$ cat config.mk
export PLATFORM = sky130hd
export DESIGN_NAME = imem_loader
export DESIGN_NICKNAME = d
export VERILOG_FILES = /design/src/rtl/imem_loader_pkg.sv /design/src/rtl/imem_loader_pack.sv /design/src/rtl/imem_loader.sv
export SDC_FILE = /design/constraint.sdc
export NUM_CORES = 1
export LEC_CHECK = 0
export CAP_MARGIN = 5
export CORE_ASPECT_RATIO = 1.75
export CORE_MARGIN = 2
export CORE_UTILIZATION = 45
export CTS_BUF_LIST = sky130_fd_sc_hd__clkbuf_2
export DETAILED_ROUTE_END_ITERATION = 16
export HOLD_SLACK_MARGIN = 0.02
export PLACE_DENSITY = 0.68
export SETUP_SLACK_MARGIN = 0.2
export SLEW_MARGIN = 20
export SYNTH_ARGS = -nofsm -noshare
export SYNTH_HDL_FRONTEND = slang
export SYNTH_SLANG_ARGS = --single-unit
$ cat constraint.sdc
create_clock -name clk -period 2.3 [get_ports clk]
set_input_delay 0.46 -clock clk [delete_from_list [all_inputs] [get_ports clk]]
set_output_delay 0.46 -clock clk [all_outputs]
set_load 0.01 [all_outputs]
$ cat src/rtl/imem_loader_pkg.sv
`default_nettype none
// ============================================================================
// Module   : imem_loader_pkg
// Purpose  : Shared state encoding and framing constants for the instruction
//            memory loader. IMEM_LOADER_CHECKSUM_EN adds the CSUM state.
// Revision : 1.0 - initial release
// ============================================================================
package imem_loader_pkg;

   localparam int LEN_BYTES      = 2;
   localparam int BYTES_PER_WORD = 4;
   localparam int CSUM_W         = 8;

   typedef enum logic [2:0] {
      S_IDLE   = 3'd0,
      S_LEN_LO = 3'd1,
      S_LEN_HI = 3'd2,
      S_DATA   = 3'd3,
      S_WRITE  = 3'd4,
      S_DONE   = 3'd5
`ifdef IMEM_LOADER_CHECKSUM_EN
      ,
      S_CSUM   = 3'd6
`endif
   } state_t;

endpackage
`default_nettype wire

$ cat src/rtl/imem_loader_pack.sv
`default_nettype none
// ============================================================================
// Module   : imem_loader_pack
// Purpose  : Little-endian 4-byte word assembler; flags the byte completing a word.
// Revision : 1.0 - initial release
// ============================================================================
module imem_loader_pack
   import imem_loader_pkg::*;
#(
   parameter int WORD_W = 32
) (
   input  logic              clk,
   input  logic              reset,
   input  logic              i_clr,
   input  logic              i_en,
   input  logic [7:0]        i_byte,
   output logic [WORD_W-1:0] o_word,
   output logic              o_word_rdy
);

   localparam int c_IDX_W = $clog2(BYTES_PER_WORD);

   logic [c_IDX_W-1:0] r_idx;
   logic [WORD_W-9:0]  r_sr;

   // Bytes enter at the top so the first byte ends up in bits [7:0].
   always_ff @(posedge clk or negedge reset) begin
      if (!reset) begin
         r_idx <= '0;
         r_sr  <= '0;
      end else if (i_clr) begin
         r_idx <= '0;
         r_sr  <= '0;
      end else if (i_en) begin
         r_sr  <= {i_byte, r_sr[WORD_W-9:8]};
         r_idx <= r_idx + c_IDX_W'(1);
      end
   end

   assign o_word     = {i_byte, r_sr};
   assign o_word_rdy = i_en && (r_idx == c_IDX_W'(BYTES_PER_WORD - 1));

endmodule
`default_nettype wire

$ cat src/rtl/imem_loader.sv
`default_nettype none
// ============================================================================
// Module   : imem_loader
// Purpose  : Loads a length-framed byte stream into instruction memory and
//            holds the CPU in reset until done. Option: IMEM_LOADER_CHECKSUM_EN.
// Revision : 1.0 - initial release
// ============================================================================
module imem_loader
   import imem_loader_pkg::*;
#(
   parameter int ADDR_W = 8,
   parameter int DEPTH  = 256,
   parameter int WORD_W = 32
) (
   input  logic              clk,
   input  logic              reset,
   input  logic              start,
   input  logic [7:0]        rx_data,
   input  logic              rx_valid,
   output logic              rx_ready,
   output logic              wr_en,
   output logic [ADDR_W-1:0] wr_addr,
   output logic [WORD_W-1:0] wr_data,
   output logic              cpu_reset,
   output logic              busy,
   output logic              done,
   output logic              err
);

   localparam logic [ADDR_W:0] c_DEPTH_A = (ADDR_W + 1)'(DEPTH);
   localparam logic [16:0]     c_DEPTH_L = 17'(DEPTH);

   state_t          r_state;
   logic [15:0]     r_len;
   logic [15:0]     r_count;
   logic [ADDR_W:0] r_addr;

   logic              w_xfer;
   logic              w_start_ok;
   logic              w_in_range;
   logic [15:0]       w_len;
   logic [WORD_W-1:0] w_word;
   logic              w_word_rdy;

   assign w_xfer     = rx_valid && rx_ready;
   assign w_start_ok = start && ((r_state == S_IDLE) || (r_state == S_DONE));
   assign w_in_range = r_addr < c_DEPTH_A;
   assign w_len      = {rx_data, r_len[7:0]};

   imem_loader_pack #(
      .WORD_W     (WORD_W)
   ) u_pack (
      .clk        (clk),
      .reset      (reset),
      .i_clr      (w_start_ok),
      .i_en       (w_xfer && (r_state == S_DATA)),
      .i_byte     (rx_data),
      .o_word     (w_word),
      .o_word_rdy (w_word_rdy)
   );

`ifdef IMEM_LOADER_CHECKSUM_EN
   logic [CSUM_W-1:0] r_csum;

   always_ff @(posedge clk or negedge reset) begin
      if (!reset) begin
         r_csum <= '0;
      end else if (w_start_ok) begin
         r_csum <= '0;
      end else if (w_xfer && (r_state != S_CSUM)) begin
         r_csum <= r_csum ^ rx_data;
      end
   end
`endif

   always_ff @(posedge clk or negedge reset) begin
      if (!reset) begin
         r_state   <= S_IDLE;
         r_len     <= '0;
         r_count   <= '0;
         r_addr    <= '0;
         rx_ready  <= 1'b0;
         wr_en     <= 1'b0;
         wr_addr   <= '0;
         wr_data   <= '0;
         cpu_reset <= 1'b1;
         busy      <= 1'b0;
         done      <= 1'b0;
         err       <= 1'b0;
      end else begin
         wr_en <= 1'b0;
         case (r_state)
            S_IDLE, S_DONE: begin
               if (start) begin
                  r_state   <= S_LEN_LO;
                  rx_ready  <= 1'b1;
                  cpu_reset <= 1'b1;
                  busy      <= 1'b1;
                  done      <= 1'b0;
                  err       <= 1'b0;
                  r_addr    <= '0;
                  r_count   <= '0;
               end
            end
            S_LEN_LO: begin
               if (w_xfer) begin
                  r_len[7:0] <= rx_data;
                  r_state    <= S_LEN_HI;
               end
            end
            S_LEN_HI: begin
               if (w_xfer) begin
                  r_len[15:8] <= rx_data;
                  if ({1'b0, w_len} > c_DEPTH_L) begin
                     err <= 1'b1;
                  end
                  if (w_len == 16'd0) begin
`ifdef IMEM_LOADER_CHECKSUM_EN
                     r_state   <= S_CSUM;
`else
                     r_state   <= S_DONE;
                     rx_ready  <= 1'b0;
                     busy      <= 1'b0;
                     done      <= 1'b1;
                     cpu_reset <= 1'b0;
`endif
                  end else begin
                     r_state <= S_DATA;
                  end
               end
            end
            S_DATA: begin
               if (w_word_rdy) begin
                  r_state  <= S_WRITE;
                  rx_ready <= 1'b0;
                  wr_en    <= w_in_range;
                  if (w_in_range) begin
                     wr_addr <= r_addr[ADDR_W-1:0];
                     wr_data <= w_word;
                  end
               end
            end
            S_WRITE: begin
               // Address saturates at DEPTH so overflow words never alias low memory.
               if (w_in_range) begin
                  r_addr <= r_addr + 1'b1;
               end
               r_count <= r_count + 16'd1;
               if ((r_count + 16'd1) == r_len) begin
`ifdef IMEM_LOADER_CHECKSUM_EN
                  r_state   <= S_CSUM;
                  rx_ready  <= 1'b1;
`else
                  r_state   <= S_DONE;
                  busy      <= 1'b0;
                  done      <= 1'b1;
                  cpu_reset <= 1'b0;
`endif
               end else begin
                  r_state  <= S_DATA;
                  rx_ready <= 1'b1;
               end
            end
`ifdef IMEM_LOADER_CHECKSUM_EN
            S_CSUM: begin
               if (w_xfer) begin
                  r_state  <= S_DONE;
                  rx_ready <= 1'b0;
                  busy     <= 1'b0;
                  done     <= 1'b1;
                  if (rx_data != r_csum) begin
                     err <= 1'b1;
                  end else begin
                     cpu_reset <= 1'b0;
                  end
               end
            end
`endif
            default: begin
               r_state  <= S_IDLE;
               rx_ready <= 1'b0;
            end
         endcase
      end
   end

endmodule
`default_nettype wire
==> impl_metrics.env, run 1 <==
export IMPL_worst_slack_ps=67.8
export IMPL_synth_edf_count=0
export IMPL_globalRouteOverflowTotal=0
export IMPL_fin_tns_setup_ps=0
export IMPL_crit_start="r_count[0]$_DFFE_PN0P_"
export IMPL_cts_tree="yes"
export IMPL_worstSetupEndpointType="flip-flop"
export IMPL_r2r_end="done$_DFFE_PN0P_"
export IMPL_yosys_warnings=0
export IMPL_start_util_pct=45.8
export IMPL_die_area_sq_mm=0.0131
export IMPL_rsz0062_at_grt="yes"
export IMPL_r2r_setup_slack_ps=70
export IMPL_startpoint_type="flip-flop"
export IMPL_die_y_microns=150
export IMPL_reg2reg_depth=9
export IMPL_slew_viol_final=0
export IMPL_async_reset_ff_share_pct=100
export IMPL_drtIter0Drc=306
export IMPL_synth_most_common_cell="dfrtp_1"
export IMPL_ant_nets=0
export IMPL_p_clk_share_pct=20.3
export IMPL_synth_area_top_cells="dfrtp_1 (53%), mux2_2 (11%), nand2_1 (5.2%), a21oi_1 (3.9%), o21ai_0 (2.1%)"
export IMPL_grt_use_total_pct=22.3
export IMPL_seq_power_share_pct=43.0
export IMPL_vias=4401
export IMPL_yosysUniqueCellTypes=62
export IMPL_via_per_inst=5.66
export IMPL_crit_path_max_incr_delay_ps=410
export IMPL_synthToLayoutAreaGrowth_pct=30.8
export IMPL_clk_pin_slew_ps=190
export IMPL_synth_top_flop_cell="dfrtp_1"
export IMPL_core_area_sq_mm=0.0119
export IMPL_synthCells=497
export IMPL_routabilityCongestion=0.835
export IMPL_fillerInstances=982
export IMPL_numPortBuffers=57
export IMPL_status="finished, final reports clean"
export IMPL_r2r_start="r_count[0]$_DFFE_PN0P_"
export IMPL_first_global_vias=4516
export IMPL_fp_dieW_microns=87.3
export IMPL_max_freq_ghz=0.448
export IMPL_hold_class="in2async"
export IMPL_drc=0
export IMPL_wirelength_microns=13900
export IMPL_skew_ps=31.8
export IMPL_final_nets=642
export IMPL_synth_seq_area_share_pct=53.1
export IMPL_max_cap_violations=0
export IMPL_cts_sinks=116
export IMPL_power_leakage_nw=3.62
export IMPL_row_count=53
export IMPL_synthTopCellsByCount="dfrtp_1 (115), nand2_1 (75), mux2_2 (55)"
export IMPL_grt_pass1_wl_microns=22300
export IMPL_hold_viol=0
export IMPL_setup_viol=0
export IMPL_place_ws_ps=-206
export IMPL_critPathRequiredTime_ps=2880
export IMPL_switchingPower_w=0.00274
export IMPL_clockBufferDepth=2
export IMPL_clk_latency_ps=670
export IMPL_worstPathArrival_ps=2810
export IMPL_wl_per_cell_microns=17.9
export IMPL_power_share_switching_pct=34.6
export IMPL_pwr_share_comb_pct=36.8
export IMPL_path_buf_inv=3
export IMPL_htreeDepth=4
export IMPL_worst_path_max_delay_cell="dfrtp_2"
export IMPL_critPathTopFamily="simple AND/OR/NAND/NOR gates"
export IMPL_syn_cell_area_sq_mm=0.00547
export IMPL_yosysTopAreaCellShare_pct=52.7
export IMPL_antenna_found_initial=1
export IMPL_relSlewSlack_pct=70.3
export IMPL_drtPass1Iterations=4
export IMPL_drive_gt1_share_pct=32.1
export IMPL_peakVddDrop_mv=0.615
export IMPL_seqCellArea_sq_mm=0.00291
export IMPL_period_share_pct=97.1
export IMPL_synth_nets=512
export IMPL_multiInputGateArea_sq_mm=0.00246
export IMPL_crit_fanout=4
export IMPL_numCtsBuffers=17
export IMPL_hpwl_microns=9640
export IMPL_grt_max_degree=63
export IMPL_syn_mean_instance_area_sq_um=11.0
export IMPL_crit_type="reg2reg"
export IMPL_boundaryPins=58
export IMPL_period_minus_slack_ps=2230
export IMPL_yosys_register_bits=116
export IMPL_synth_top_cell_by_area="dfrtp_1"
export IMPL_intPower_w=0.00518
export IMPL_clockRootBuffer="clkbuf_2"
export IMPL_worstMarginPinSlew_ps=445
export IMPL_cellPowerDensity_mw_per_mm2=1110
export IMPL_crit_chain="buf_6 -> nand4_4 -> nor4_4 -> buf_4 -> mux2i_2 -> mux2i_2 -> nand4_4 -> buf_6 -> a211oi_2"
[kinds of logic after synthesis]
kind of cell	Yosys count	synth area share (%)
flops	116	53.1
mux	61	12.5
fa+ha+maj	3	0.687
compound gates	97	10.6
buf+inv	37	3.69
xor+xnor	24	4.12
simple gates	159	15.3
[worst register-to-register path, stage by stage, from the launching register on]
cell and delay (ps):
dfrtp_2 410, buf_6 110, nand4_4 130, nor4_4 380, buf_4 200, mux2i_2 70
mux2i_2 280, nand4_4 190, buf_6 170, a211oi_2 200
[power by group through the flow]
stage / combinational [W] / clock, W / sequential, W
floorplan: 0.00160 / 0 / 0.00342
global placement: 0.00276 / 0 / 0.00343
detailed placement: 0.00285 / 0 / 0.00346
CTS: 0.00285 / 0.00164 / 0.00340
global route: 0.00317 / 0.00174 / 0.00351
finish: 0.00291 / 0.00160 / 0.00340
[per-stage QoR]
step	instance area (sq um)	hold slack (ps)	total power (W)	std cells	utilization, %
2_1_floorplan	5470	164	0.00502	497	-
3_3_place_gp	6530	324	0.00619	720	54.7
3_5_place_dp	6530	330	0.00631	720	54.7
4_1_cts	6920	101	0.00789	766	58.0
5_1_grt	7150	78.0	0.00842	777	59.9
6_report	7150	153	0.00791	777	59.9
[registers in the layout (all words and copies together) (netlist names)]
name,count
cpu_reset,1
wr_en,1
wr_data,32
wr_addr,8
u_pack.r_sr,24
r_count,16
rx_ready,1
u_pack.r_idx,2
err,1
r_state,3
r_len,16
busy,1
done,1
r_addr,9
[cells in the final DEF, fill, tap and decap left out, drive strengths merged, types with 2 or more instances in the layout]
master	netlist	layout
nand2b	5	5
nor2	28	28
nor2b	2	2
or2	2	2
dfrtp	115	115
nor3	7	7
a31oi	4	4
nor4b	2	2
a21oi	43	43
nand3	7	7
mux2	57	57
a311o	2	2
nand4	8	8
or3	3	3
bufinv	0	5
dlygate4sd2	0	25
nor4	7	7
xnor2	12	12
clkbuf	18	17
inv	7	8
o41ai	2	2
xor2	11	11
o22ai	3	3
clkinv	0	5
and4	2	2
a22o	2	2
nand2	75	75
buf	12	84
dlymetal6s2s	0	21
clkdlybuf4s50	0	10
clkinvlp	0	3
o31ai	6	6
o21ai	23	23
a211oi	3	3
mux2i	4	4
ha	3	3
and3	4	4
[per-layer routing]
metal | GRT usage, % | routed length, microns
met5 | 0 | 0
met4 | 10.8 | 513
met3 | 4.58 | 449
met2 | 39.5 | 7800
met1 | 24.8 | 5130
[cell type report]
cell class,count,share of cell area [%]
inverters,7,0.367
well taps,137,2.40
clock buffers,17,1.19
diodes,1,0.0350
clock inverters,14,2.94
flip-flops and latches,116,40.7
multi-input cells,344,34.4
repair buffers,141,18.0
[worst max path at each step]
stage	to	slack [ps]	cells past startpoint
6_report	done$_DFFE_PN0P_	70	9
5_1_grt	done$_DFFE_PN0P_	20	9
4_1_cts	rx_ready$_DFFE_PN0P_	50	8
3_5_place_dp	busy$_DFFE_PN0P_	-210	8
2_1_floorplan	busy$_DFFE_PN0P_	210	8
3_3_place_gp	busy$_DFFE_PN0P_	-210	9
[what timing repair did]
action / in CTS / in global routing
pin swaps: 3 / 7
buffers inserted: 14 / 10
hold endpoints to repair: 115 / 0
setup endpoints to repair: 32 / 47
hold buffers: 1 / 0
gates resized for setup: 31 / 39
Power figures use the tool's default switching activity.
==> run 2: changes to the inputs <==
--- a/config.mk
+++ b/config.mk
@@ -6,13 +6,15 @@
 export NUM_CORES = 1
 export LEC_CHECK = 0
 export CAP_MARGIN = 5
+export CELL_PAD_IN_SITES_DETAIL_PLACEMENT = 0
+export CELL_PAD_IN_SITES_GLOBAL_PLACEMENT = 1
 export CORE_ASPECT_RATIO = 1.75
 export CORE_MARGIN = 2
-export CORE_UTILIZATION = 45
+export CORE_UTILIZATION = 42
 export CTS_BUF_LIST = sky130_fd_sc_hd__clkbuf_2
 export DETAILED_ROUTE_END_ITERATION = 16
 export HOLD_SLACK_MARGIN = 0.02
-export PLACE_DENSITY = 0.68
+export PLACE_DENSITY_LB_ADDON = 0.1
 export SETUP_SLACK_MARGIN = 0.2
 export SLEW_MARGIN = 20
 export SYNTH_ARGS = -nofsm -noshare
==> impl_metrics.env, run 2 (synthesis results as in run 1) <==
export IMPL_cts_tree="yes"
export IMPL_numPortBuffers=57
export IMPL_power_leakage_nw=3.43
export IMPL_worst_path_max_delay_cell="dfrtp_2"
export IMPL_dp_cells=752
export IMPL_crit_chain="xor3_1 -> o22ai_1 -> mux2i_2 -> nor4_2 -> nand4_4 -> buf_6 -> a311o_1"
export IMPL_grt_pass1_wl_microns=23100
export IMPL_status="finished, final reports clean"
export IMPL_crit_start="r_count[11]$_DFFE_PN0P_"
export IMPL_critPathTopFamily="simple AND/OR/NAND/NOR gates"
export IMPL_drc=0
export IMPL_via_per_inst=5.32
export IMPL_path_buf_inv=1
export IMPL_start_util_pct=42.7
export IMPL_rsz0062_at_grt="yes"
export IMPL_final_nets=630
export IMPL_reg_top3="wr_data x32, u_pack.r_sr x24"
export IMPL_place_ws_ps=-115
export IMPL_drive_gt1_share_pct=31.4
export IMPL_max_freq_ghz=0.456
export IMPL_critPathRequiredTime_ps=2880
export IMPL_wirelength_microns=13900
export IMPL_die_y_microns=155
export IMPL_wl_per_cell_microns=17.4
export IMPL_setup_viol=0
export IMPL_antenna_found_initial=1
export IMPL_worstMarginPinSlew_ps=405
export IMPL_worstSetupEndpointType="flip-flop"
export IMPL_htreeDepth=4
export IMPL_hold_class="in2async"
export IMPL_first_global_vias=4404
export IMPL_fin_cells=799
export IMPL_max_cap_violations=0
export IMPL_clk_pin_slew_ps=200
export IMPL_hpwl_microns=9690
export IMPL_period_minus_slack_ps=2200
export IMPL_numCtsBuffers=17
export IMPL_globalRouteOverflowTotal=0
export IMPL_period_share_pct=95.4
export IMPL_slew_viol_final=0
export IMPL_drtIter0Drc=150
export IMPL_peakVddDrop_mv=0.611
export IMPL_final_common_cell="dfrtp_1"
export IMPL_boundaryPins=58
export IMPL_startpoint_type="flip-flop"
export IMPL_fp_dieW_microns=90.2
export IMPL_row_count=55
export IMPL_core_area_sq_mm=0.0128
export IMPL_vias=4248
export IMPL_crit_fanout=6
export IMPL_ant_nets=0
export IMPL_worst_slack_ps=105
export IMPL_grt_use_total_pct=21.1
export IMPL_cellPowerDensity_mw_per_mm2=1080
export IMPL_grt_max_degree=58
export IMPL_clk_latency_ps=650
export IMPL_relSlewSlack_pct=73.0
export IMPL_clockRootBuffer="clkbuf_2"
export IMPL_cts_sinks=116
export IMPL_skew_ps=21.9
export IMPL_die_area_sq_mm=0.0140
export IMPL_fillerInstances=1201
export IMPL_largest_reg_flops=32
export IMPL_r2r_start="r_count[11]$_DFFE_PN0P_"
export IMPL_crit_path_max_incr_delay_ps=500
export IMPL_clockBufferDepth=2
export IMPL_top_register="wr_data"
export IMPL_hold_viol=0
export IMPL_crit_type="reg2reg"
export IMPL_drtPass1Iterations=5
export IMPL_worstPathArrival_ps=2780
export IMPL_layout_common_cells="dfrtp_1 (107), nand2_1 (75), buf_4 (65)"
export IMPL_routabilityCongestion=0.893
export IMPL_synthToLayoutAreaGrowth_pct=28.1
-- run 2: cell types whose count changed in the layout (fill, tap and decap cells not counted), sizes merged --
| cell | change |
|---|---|
| clkinvlp | -1 |
| clkinv | -1 |
| dlygate4sd2 | +6 |
| buf | -12 |
| dlymetal6s2s | -6 |
| bufinv | -4 |
| inv | +6 |
-- run 2: power by group --
part / total, W / leakage [nW] / internal [W] / switching, W
Clock: 0.00132 / 0.136 / 0.000422 / 0.000894
Combinational: 0.00284 / 1.81 / 0.00150 / 0.00134
Sequential: 0.00340 / 1.48 / 0.00278 / 0.000618
Total: 0.00756 / 3.43 / 0.00471 / 0.00285
-- run 2: path summary, 6_finish.rpt --
check | to | slack, ps | depth (start not counted)
min in group clk | wr_data[9]$_DFFE_PN0P_ | 510 | 1
max in group asynchronous | cpu_reset$_DFFE_PN1P_ | 1440 | 3
max reg2reg | cpu_reset$_DFFE_PN1P_ | 100 | 7
min reg2reg | wr_data[9]$_DFFE_PN0P_ | 510 | 1
max | cpu_reset$_DFFE_PN1P_ | 100 | 7
min | r_count[5]$_DFFE_PN0P_ | 180 | 2
-- run 2: per-layer routing --
| layer | routed length, microns | track usage (%) | up-vias |
|---|---|---|---|
| li1 | - | - | 1991 |
| met1 | 5700 | 24.8 | 2133 |
| met2 | 7330 | 37.2 | 101 |
| met3 | 475 | 4.60 | 23 |
| met4 | 410 | 8.94 | 0 |
| met5 | 0 | 0 | - |
-- run 2: final cells by class --
| cell class | instances | area [sq um] | area share [%] |
|---|---|---|---|
| flip-flops and latches | 116 | 2910 | 41.6 |
| clock buffers | 17 | 85.1 | 1.22 |
| multi-input cells | 344 | 2450 | 35.0 |
| inverters | 7 | 26.3 | 0.375 |
| well taps | 171 | 214 | 3.06 |
| repair buffers | 129 | 1160 | 16.6 |
| diodes | 1 | 2.50 | 0.0357 |
| clock inverters | 14 | 146 | 2.09 |
-- run 2: timing repair --
| action | in CTS | in global routing |
|---|---|---|
| buffers inserted | 8 | 6 |
| hold endpoints to repair | 115 | 0 |
| endpoints found under the setup margin | 37 | 47 |
| hold buffers | 1 | 0 |
| resized for setup | 48 | 24 |
| pin swaps | 5 | 6 |
-- run 2: per-stage QoR --
stage          hold slack (ps)  total power [W]  setup TNS, ps  utilization [%]  area, sq um
5_1_grt                   83.1          0.00810              0             54.7         7000
6_report                   177          0.00756              0             54.7         7000
3_3_place_gp               336          0.00624          -2430             51.2         6550
3_5_place_dp               335          0.00632          -3990             51.2         6550
2_1_floorplan              164          0.00502              0                -         5470
4_1_cts                    119          0.00762              0             53.7         6870
